`config.mk`:
```
export PLATFORM = sky130hd
export DESIGN_NAME = udm_gpio_ctrl
export DESIGN_NICKNAME = d
export VERILOG_FILES = /design/src/rtl/udm_gpio_ctrl.sv
export SDC_FILE = /design/constraint.sdc
export NUM_CORES = 1
export LEC_CHECK = 0
export BUFFER_PORTS_ARGS = -buffer_cell sky130_fd_sc_hd__buf_2
export CORE_UTILIZATION = 40
export DETAILED_ROUTE_END_ITERATION = 6
export GPL_ROUTABILITY_DRIVEN = 0
export GPL_TIMING_DRIVEN = 0
export SLEW_MARGIN = 20
export SYNTH_ARGS = -nofsm -noshare
export SYNTH_HDL_FRONTEND = slang
export SYNTH_SLANG_ARGS = --single-unit
```
`constraint.sdc`:
```
create_clock -name clk_i -period 3.15 [get_ports clk_i]
set_clock_uncertainty 0.1 [all_clocks]
set_input_delay 0.315 -clock clk_i [delete_from_list [all_inputs] [get_ports clk_i]]
set_output_delay 0.315 -clock clk_i [all_outputs]
set_load 0.05 [all_outputs]
```
`src/rtl/udm_gpio_ctrl.sv`:
```
// Memory-mapped GPIO controller: synchronised and debounced inputs with edge capture and a level interrupt,
// plus atomic set/clear/toggle on the outputs. Single-cycle acknowledged slave on the core data bus.
module udm_gpio_ctrl #(
  parameter int                 NUM_IN    = 16,
  parameter int                 NUM_OUT   = 16,
  parameter int                 DB_CYCLES = 1000000,
  parameter logic [NUM_OUT-1:0] OUT_RST   = {NUM_OUT{1'b0}}
) (
  input  logic               clk_i,
  input  logic               srst_n_i,
  input  logic               bus_req_i,
  input  logic               bus_we_i,
  input  logic [3:0]         bus_addr_i,
  input  logic [31:0]        bus_wdata_i,
  output logic               bus_ack_o,
  output logic [31:0]        bus_rdata_o,
  input  logic [NUM_IN-1:0]  gpio_bi,
  output logic [NUM_OUT-1:0] gpio_bo,
  output logic               irq_o
);

  localparam int CW          = (DB_CYCLES > 0) ? $clog2(DB_CYCLES + 1) : 1;
  localparam int CNT_MAX_INT = (DB_CYCLES > 0) ? DB_CYCLES - 1 : 0;

  logic [NUM_IN-1:0]  s1_r, s2_r, stable_r, stable_d_r;
  logic [NUM_IN-1:0]  rise_en_r, fall_en_r, edge_st_r, irq_en_r;
  logic [NUM_OUT-1:0] out_r;
  logic               ack_r, irq_r;
  logic [31:0]        rdata_r;

  logic               wr_s;
  logic [NUM_IN-1:0]  wd_in_s, rise_s, fall_s, set_s, clr_s, edge_nxt_s;
  logic [NUM_OUT-1:0] wd_out_s, out_nxt_s;
  logic [31:0]        rd_mux_s;
  logic               unused_wdata_s;

  assign wr_s           = bus_req_i & bus_we_i;
  assign wd_in_s        = bus_wdata_i[NUM_IN-1:0];
  assign wd_out_s       = bus_wdata_i[NUM_OUT-1:0];
  assign unused_wdata_s = ^bus_wdata_i;

  // Two-flop synchroniser for the asynchronous board inputs
  always_ff @(posedge clk_i) begin
    if (!srst_n_i) begin
      s1_r <= {NUM_IN{1'b0}};
      s2_r <= {NUM_IN{1'b0}};
    end else begin
      s1_r <= gpio_bi;
      s2_r <= s1_r;
    end
  end

  // A change must hold at s2 for DB_CYCLES clocks before it is accepted as stable
  if (DB_CYCLES == 0) begin : g_nodb
    // Debouncing disabled: stable simply follows the synchroniser
    always_ff @(posedge clk_i) begin
      if (!srst_n_i) begin
        stable_r <= {NUM_IN{1'b0}};
      end else begin
        stable_r <= s2_r;
      end
    end
  end else begin : g_db
    logic [CW-1:0] cnt_r [NUM_IN];

    // Per-channel debounce counter and stable bit
    always_ff @(posedge clk_i) begin
      for (int i = 0; i < NUM_IN; i++) begin
        if (!srst_n_i) begin
          cnt_r[i]    <= {CW{1'b0}};
          stable_r[i] <= 1'b0;
        end else if (s2_r[i] == stable_r[i]) begin
          cnt_r[i]    <= {CW{1'b0}};
        end else if (cnt_r[i] == CW'(CNT_MAX_INT)) begin
          cnt_r[i]    <= {CW{1'b0}};
          stable_r[i] <= s2_r[i];
        end else begin
          cnt_r[i]    <= cnt_r[i] + {{(CW-1){1'b0}}, 1'b1};
        end
      end
    end
  end

  assign rise_s = stable_r & ~stable_d_r;
  assign fall_s = ~stable_r & stable_d_r;
  assign set_s  = (rise_s & rise_en_r) | (fall_s & fall_en_r);

  // Write-1-to-clear mask; a coincident capture overrides the clear
  always_comb begin
    clr_s = {NUM_IN{1'b0}};
    if (wr_s && (bus_addr_i == 4'd7)) begin
      clr_s = wd_in_s;
    end else begin
      clr_s = {NUM_IN{1'b0}};
    end
    edge_nxt_s = (edge_st_r & ~clr_s) | set_s;
  end

  // Next OUT value for direct and atomic writes
  always_comb begin
    out_nxt_s = out_r;
    if (wr_s) begin
      case (bus_addr_i)
        4'd1:    out_nxt_s = wd_out_s;
        4'd2:    out_nxt_s = out_r | wd_out_s;
        4'd3:    out_nxt_s = out_r & ~wd_out_s;
        4'd4:    out_nxt_s = out_r ^ wd_out_s;
        default: out_nxt_s = out_r;
      endcase
    end else begin
      out_nxt_s = out_r;
    end
  end

  // Read multiplexer over the pre-edge register state
  always_comb begin
    rd_mux_s = 32'h0000_0000;
    case (bus_addr_i)
      4'd0:    rd_mux_s = 32'(stable_r);
      4'd1:    rd_mux_s = 32'(out_r);
      4'd5:    rd_mux_s = 32'(rise_en_r);
      4'd6:    rd_mux_s = 32'(fall_en_r);
      4'd7:    rd_mux_s = 32'(edge_st_r);
      4'd8:    rd_mux_s = 32'(irq_en_r);
      4'd9:    rd_mux_s = {16'h0000, 8'(NUM_OUT), 8'(NUM_IN)};
      default: rd_mux_s = 32'h0000_0000;
    endcase
  end

  // Control, status and output registers
  always_ff @(posedge clk_i) begin
    if (!srst_n_i) begin
      out_r      <= OUT_RST;
      rise_en_r  <= {NUM_IN{1'b0}};
      fall_en_r  <= {NUM_IN{1'b0}};
      irq_en_r   <= {NUM_IN{1'b0}};
      edge_st_r  <= {NUM_IN{1'b0}};
      stable_d_r <= {NUM_IN{1'b0}};
      irq_r      <= 1'b0;
    end else begin
      out_r      <= out_nxt_s;
      edge_st_r  <= edge_nxt_s;
      stable_d_r <= stable_r;
      irq_r      <= |(edge_st_r & irq_en_r);
      if (wr_s) begin
        case (bus_addr_i)
          4'd5:    rise_en_r <= wd_in_s;
          4'd6:    fall_en_r <= wd_in_s;
          4'd8:    irq_en_r  <= wd_in_s;
          default: rise_en_r <= rise_en_r;
        endcase
      end else begin
        rise_en_r <= rise_en_r;
      end
    end
  end

  // Bus response: one-cycle ack, read data zero outside the ack cycle
  always_ff @(posedge clk_i) begin
    if (!srst_n_i) begin
      ack_r   <= 1'b0;
      rdata_r <= 32'h0000_0000;
    end else begin
      ack_r   <= bus_req_i;
      rdata_r <= (bus_req_i && !bus_we_i) ? rd_mux_s : 32'h0000_0000;
    end
  end

  assign bus_ack_o   = ack_r;
  assign bus_rdata_o = rdata_r;
  assign gpio_bo     = out_r;
  assign irq_o       = irq_r;

endmodule

```
; ---- Word level (Yosys, flattened, before mapping)
; Memory sizes are Yosys's and may differ from the RTL's.
; Index checks and enable logic that the tools add are counted.
[classes]
addsub = 16
n_bitwise = 80
n_mux = 228
n_reduce_logical = 27
eq_ne = 41
[ops]
columns = cell, count
row1 = two-way mux 20 bit, 48
row2 = adder 20 x 1 -> 20 bit (second input constant), 16
row3 = == test 20 bit (second input constant), 16
row4 = two-way mux 1 bit, 177
row5 = bitwise AND 16 bit, 7
row6 = one-hot mux 16 bit (7 select lines), 1
row7 = inverter 16 bit, 4
row8 = one-hot mux 16 bit (4 select lines), 1
row9 = OR 1 bit, 48
row10 = OR 16 bit, 3
row11 = AND reduction 2 bit, 21
row12 = == test 1 bit, 16
row13 = == test 4 x 3 -> 1 bit (second input constant), 4
row14 = two-way mux 16 bit, 1
row15 = inverter 1 bit, 16
row16 = OR reduction 16 bit, 1
row17 = bitwise XOR 16 bit, 1
row18 = == test 4 x 2 -> 1 bit (second input constant), 2
row19 = == test 4 bit (second input constant), 2
row20 = == test 4 x 1 -> 1 bit (second input constant), 1
row21 = logical NOT 4 bit, 1
row22 = nonzero test 4 bit, 1
row23 = logical AND 1 bit, 2
row24 = bitwise AND 1 bit, 1
row25 = logical NOT 1 bit, 1
[word_totals]
regBits = 178
input_bits = 56
out_inout_bits = 50
wordCells = 420
memories = 1
ramBits = 320
[mem_list]
columns = memory, depth, word_bits, rd, rd_ports_with_merged_regs, write_ports, line
row1 = g_db.cnt_r, 16, 20, 16, 0, 16, 64  ; logic [CW-1:0] cnt_r [NUM_IN];

; ---- Longest topological paths before layout
; An unclocked memory read counts as a cell.
[depth]
depth_word = 8
mapped_depth = 8
ltp_nobuf = 5

; ---- Worst setup path before layout
; Ideal clock, no wire load.
[synth_timing]
path_type = flip-flop to flip-flop
startpoint = memory g_db.cnt_r[1][112] (netlist bit)
endpoint = memory g_db.cnt_r[1][115] (netlist bit), data pin
n_path_buf = 1
setup_time_ps = 255
arrival_ps = 1928
path_stages_with_launch = 6
period_less_slack_ps = 2283
slack_ps = 867
required_time_ps = 2795
cell_sequence = edfxtp_1 > or4b_1 > or4_1 > o211ai_2 > buf_4 > o21ba_1
[synth_lines]
columns = element, line
row1 = "start, declared", 64

==> summary.md <==
| Metric | Value |
|---|---|
| Status | complete, no violations |
| Sort of element at the end of the critical path | register |
| Most instantiated cells after synthesis | edfxtp_1 (320), nor2_1 (250), a21oi_1 (176) |
| Vias | 20,100 |
| Io pins | 106 |
| Floorplan die width | 252 µm |
| Drt pass-1 iters | 7 |
| Launch instance of the worst register-to-register path | g_db.cnt_r[1][0] |
| Count of routing violations after the opening detailed-route iteration | 1,462 |
| Most used standard cell by instance count after synthesis | edfxtp_1 |
| Most common flop cell mapped by yosys | edfxtp_1 |
| Number of antenna violations at the first check in global routing | 4 |
| Core area | 61,600 µm² |
| Clock Tree Buf Depth | 3 |
| Yosys warning total | 0 |
| Endpoints failing hold | 0 |
| Fraction of registers with async set/reset | 0 |
| Crit share post-route | 0.890 |
| Post-cts repair resize count | 0 |
| Floorplan die height | 252 µm |
| Area of the mapped netlist | 24,900 µm² |
| Top area cells in the synthesized netlist | edfxtp_1 (39%), dfxtp_1 (13%), xor2_1 (4.0%), nor2_1 (3.8%), a21oi_1 (3.5%) |
| TritonCTS clock tree | built |
| Unrepaired setup endpoints after global routing | no |
| Slew Viols, Final | 0 |
| Via count of the first global-routing pass | 19,100 |
| Pin count of the biggest net entering global routing | 14 |
| Post-CTS Setup Inserts | 0 |
| Total number of nets in the final design | 3,077 |
| Slowest Stage Delay on Critical Path | 0.49 ns |
| Count of cell types in the netlist | 60 |
| Quantity of I/O buffers inserted on ports | 71 |
| Row cnt | 91 |
| Buffer type at the clock tree root | clkbuf_16 |
| Path type of the worst min-delay path | input port to register |
| Via density | 5.22 |
| Sequential cell area fraction in the yosys report | 0.516 |
| Total power divided by cell area | 481 nW/µm² |
| Initial Utilization | 0.404 |
| Number of placed cells counting well taps | 3,720 |
| Worst-case reg-to-reg path depth | 7 |
| Cell Area, Placed | 27,600 µm² |
| First-pass GRT wire length | 98,500 µm |
| Non-filler instance count after layout | 3,856 |
| Highest Clock Rate | 0.357 GHz |
| Required arrival time at the worst endpoint | 3.36 ns |
| Filler cells | 5,788 |
| Count of H-tree levels built during CTS | 2 |
| Number of max-capacitance violations reported | 0 |
| Number of buffer and inverter stages on the critical path | 2 |
| Normalized max-slew margin | 0.246 |
| Setup Crit Path Kind | register to register |
| Crit-path max FO | 10 |
| Pleak | 0.0104 µW |
| Min-Delay Startpoint | bus_we_i |
| Top cell by count, worst path | clkbuf_1 |
| Post-route antenna net violation count | 0 |
| Slew at the pin closest to its max-slew limit | 1.12 ns |
| Sink of the worst hold path | gpio_bo[1] |
| Most area-hungry cell type in the Yosys netlist | edfxtp_1 |
| Syn Inst Count | 2,478 |
| Reg2Reg Capture Point | g_db.cnt_r[1][7] |
| Cts hold-fix bufs | 33 |
| Dominant delay contributor by cell family on the critical path | buffers and inverters |
| Average cell area after synthesis | 10.1 µm² |
| Count of clock tree sinks | 482 |
| GRT Residual Overflow | 0 |
| Peak supply drop | 0.375 mV |
| Detailed-route wire length per cell | 16.0 µm |
| Final cell area excluding filler cells | 29,700 µm² |
| WP data arrival | 3.01 ns |
| Clock slew at reported path FFs | 0.06 ns |
| Cell-by-cell listing of the critical path | ha_1 > nand2_1 > or2_2 > clkbuf_1 > o211ai_2 > clkbuf_1 > nor2_1 |
| Total wirelength of the detailed-routed design | 61,700 µm |
| Number of enable-type register cells in the synthesized netlist | 320 |
| Startpoint kind of the worst setup timing path | register |
| DP Wirelength | 43,700 µm |
| Master of the slowest instance on the critical path | edfxtp_1 |
| Area growth from synthesis to final layout | 19.1% |
| Count of endpoints failing setup in the final report | 0 |
| Number of cells on the worst hold path | 5 |
| Detailed-route DRC error count | 0 |
| Final critical delay including setup and external delays | 2.80 ns |
| Clock insertion delay at the later pin of the skew report | 0.60 ns |
| Total Die Area | 63,300 µm² |
| Global routing usage summed across all routing layers | 0.193 |
| Worst setup slack for register-to-register paths | 0.35 ns |
| Number of buffers added by the clock tree synthesis step | 55 |
| Flip-flop and latch count after synthesis | 482 |
| Area share of the largest cell type after synthesis | 0.386 |
| Proportion of layout cells with a drive suffix above 1 | 0.0775 |
routing by layer:
| layer | wire (µm) | track usage | vias to the layer above |
|---|---|---|---|
| met5 | 42 | 0 | - |
| met3 | 5090 | 0.0534 | 121 |
| met1 | 27300 | 0.255 | 9588 |
| met4 | 2030 | 0.0699 | 8 |
| li1 | - | - | 9875 |
| met2 | 27200 | 0.301 | 534 |
worst max-delay path by stage:
stage / from / end / cells past startpoint
2_1_floorplan: g_db.cnt_r[1][112] / g_db.cnt_r[1][115] / 5
3_3_place_gp: srst_n_i / g_db.cnt_r[0][50] / 5
3_5_place_dp: srst_n_i / g_db.cnt_r[0][100] / 5
4_1_cts: g_db.cnt_r[1][0] / g_db.cnt_r[1][7] / 7
5_1_grt: g_db.cnt_r[1][0] / g_db.cnt_r[1][7] / 7
6_report: g_db.cnt_r[1][0] / g_db.cnt_r[1][7] / 7
worst min-delay path: stages:
cell	delay (ns)
buf_2	0.14
nand2_1	0.12
a211oi_2	0.08
o21ai_0	0.16
a21oi_1	0.07
layout by cell type, fill, tap and decap left out, types with 89 or more instances in the layout:
cell      netlist  routed
o21ai_0       105     105
nand2_1       171     171
xor2_1        115     115
clkbuf_1       74      89
buf_2          22      93
inv_1         102     102
conb_1          2     336
nor2_1        250     250
xnor2_1        90      90
a21oi_1       176     176
edfxtp_1      320     320
nand3_1       129     129
dfxtp_1       162     162
area by class of cell:
type / instances / area, µm² / area share
timing repair buffer: 104 / 686 / 0.0231
antenna: 1 / 2.50 / 0.0000844
clock buffer: 79 / 1550 / 0.0521
buffer: 116 / 534 / 0.0180
inverter: 103 / 387 / 0.0130
tap: 837 / 1050 / 0.0353
sequential: 482 / 12900 / 0.433
clock inverter: 23 / 218 / 0.00734
multi-input combinational: 2111 / 12400 / 0.418
metrics by stage:
stage	utilization	hold slack (ns)	TNS, ns	setup slack, ns	power, µW
5_1_grt	0.482	0.273	0	0.0913	14800
6_report	0.482	0.237	0	0.348	14300
3_5_place_dp	0.448	0.319	-2.87	-0.105	8060
3_3_place_gp	0.448	0.315	-2.73	-0.0784	8030
4_1_cts	0.482	0.172	0	0.322	14400
2_1_floorplan	-	0.312	0	0.867	7790
sequential cells by signal, summed over array words and instances, names as in the netlist:
name,flops
stable_d_r,16
irq_en_r,16
irq_o,1
s2_r,16
rise_en_r,16
gpio_bo,16
edge_st_r,16
s1_r,16
g_db.cnt_r,320
stable_r,16
bus_rdata_o,16
fall_en_r,16
bus_ack_o,1
kinds of logic (layout without fill, tap and decap cells):
logic type,after synthesis,count (layout),share of synthesized area
XOR/XNOR,205,205,0.0721
other,2,337,0.000301
flip-flops,482,482,0.516
AND/OR/NAND/NOR,1051,1051,0.229
adder cells (fa/ha/maj),48,48,0.0241
buffers and inverters,219,425,0.0369
multiplexers,16,16,0.00643
AO/OA/AOI/OAI,455,455,0.115
power by group:
group | internal, µW | total, µW | switching (µW)
logic | 276 | 810 | 534
registers | 6950 | 7180 | 226
clock network | 3720 | 6290 | 2570
(Power assumes the default switching activity.)
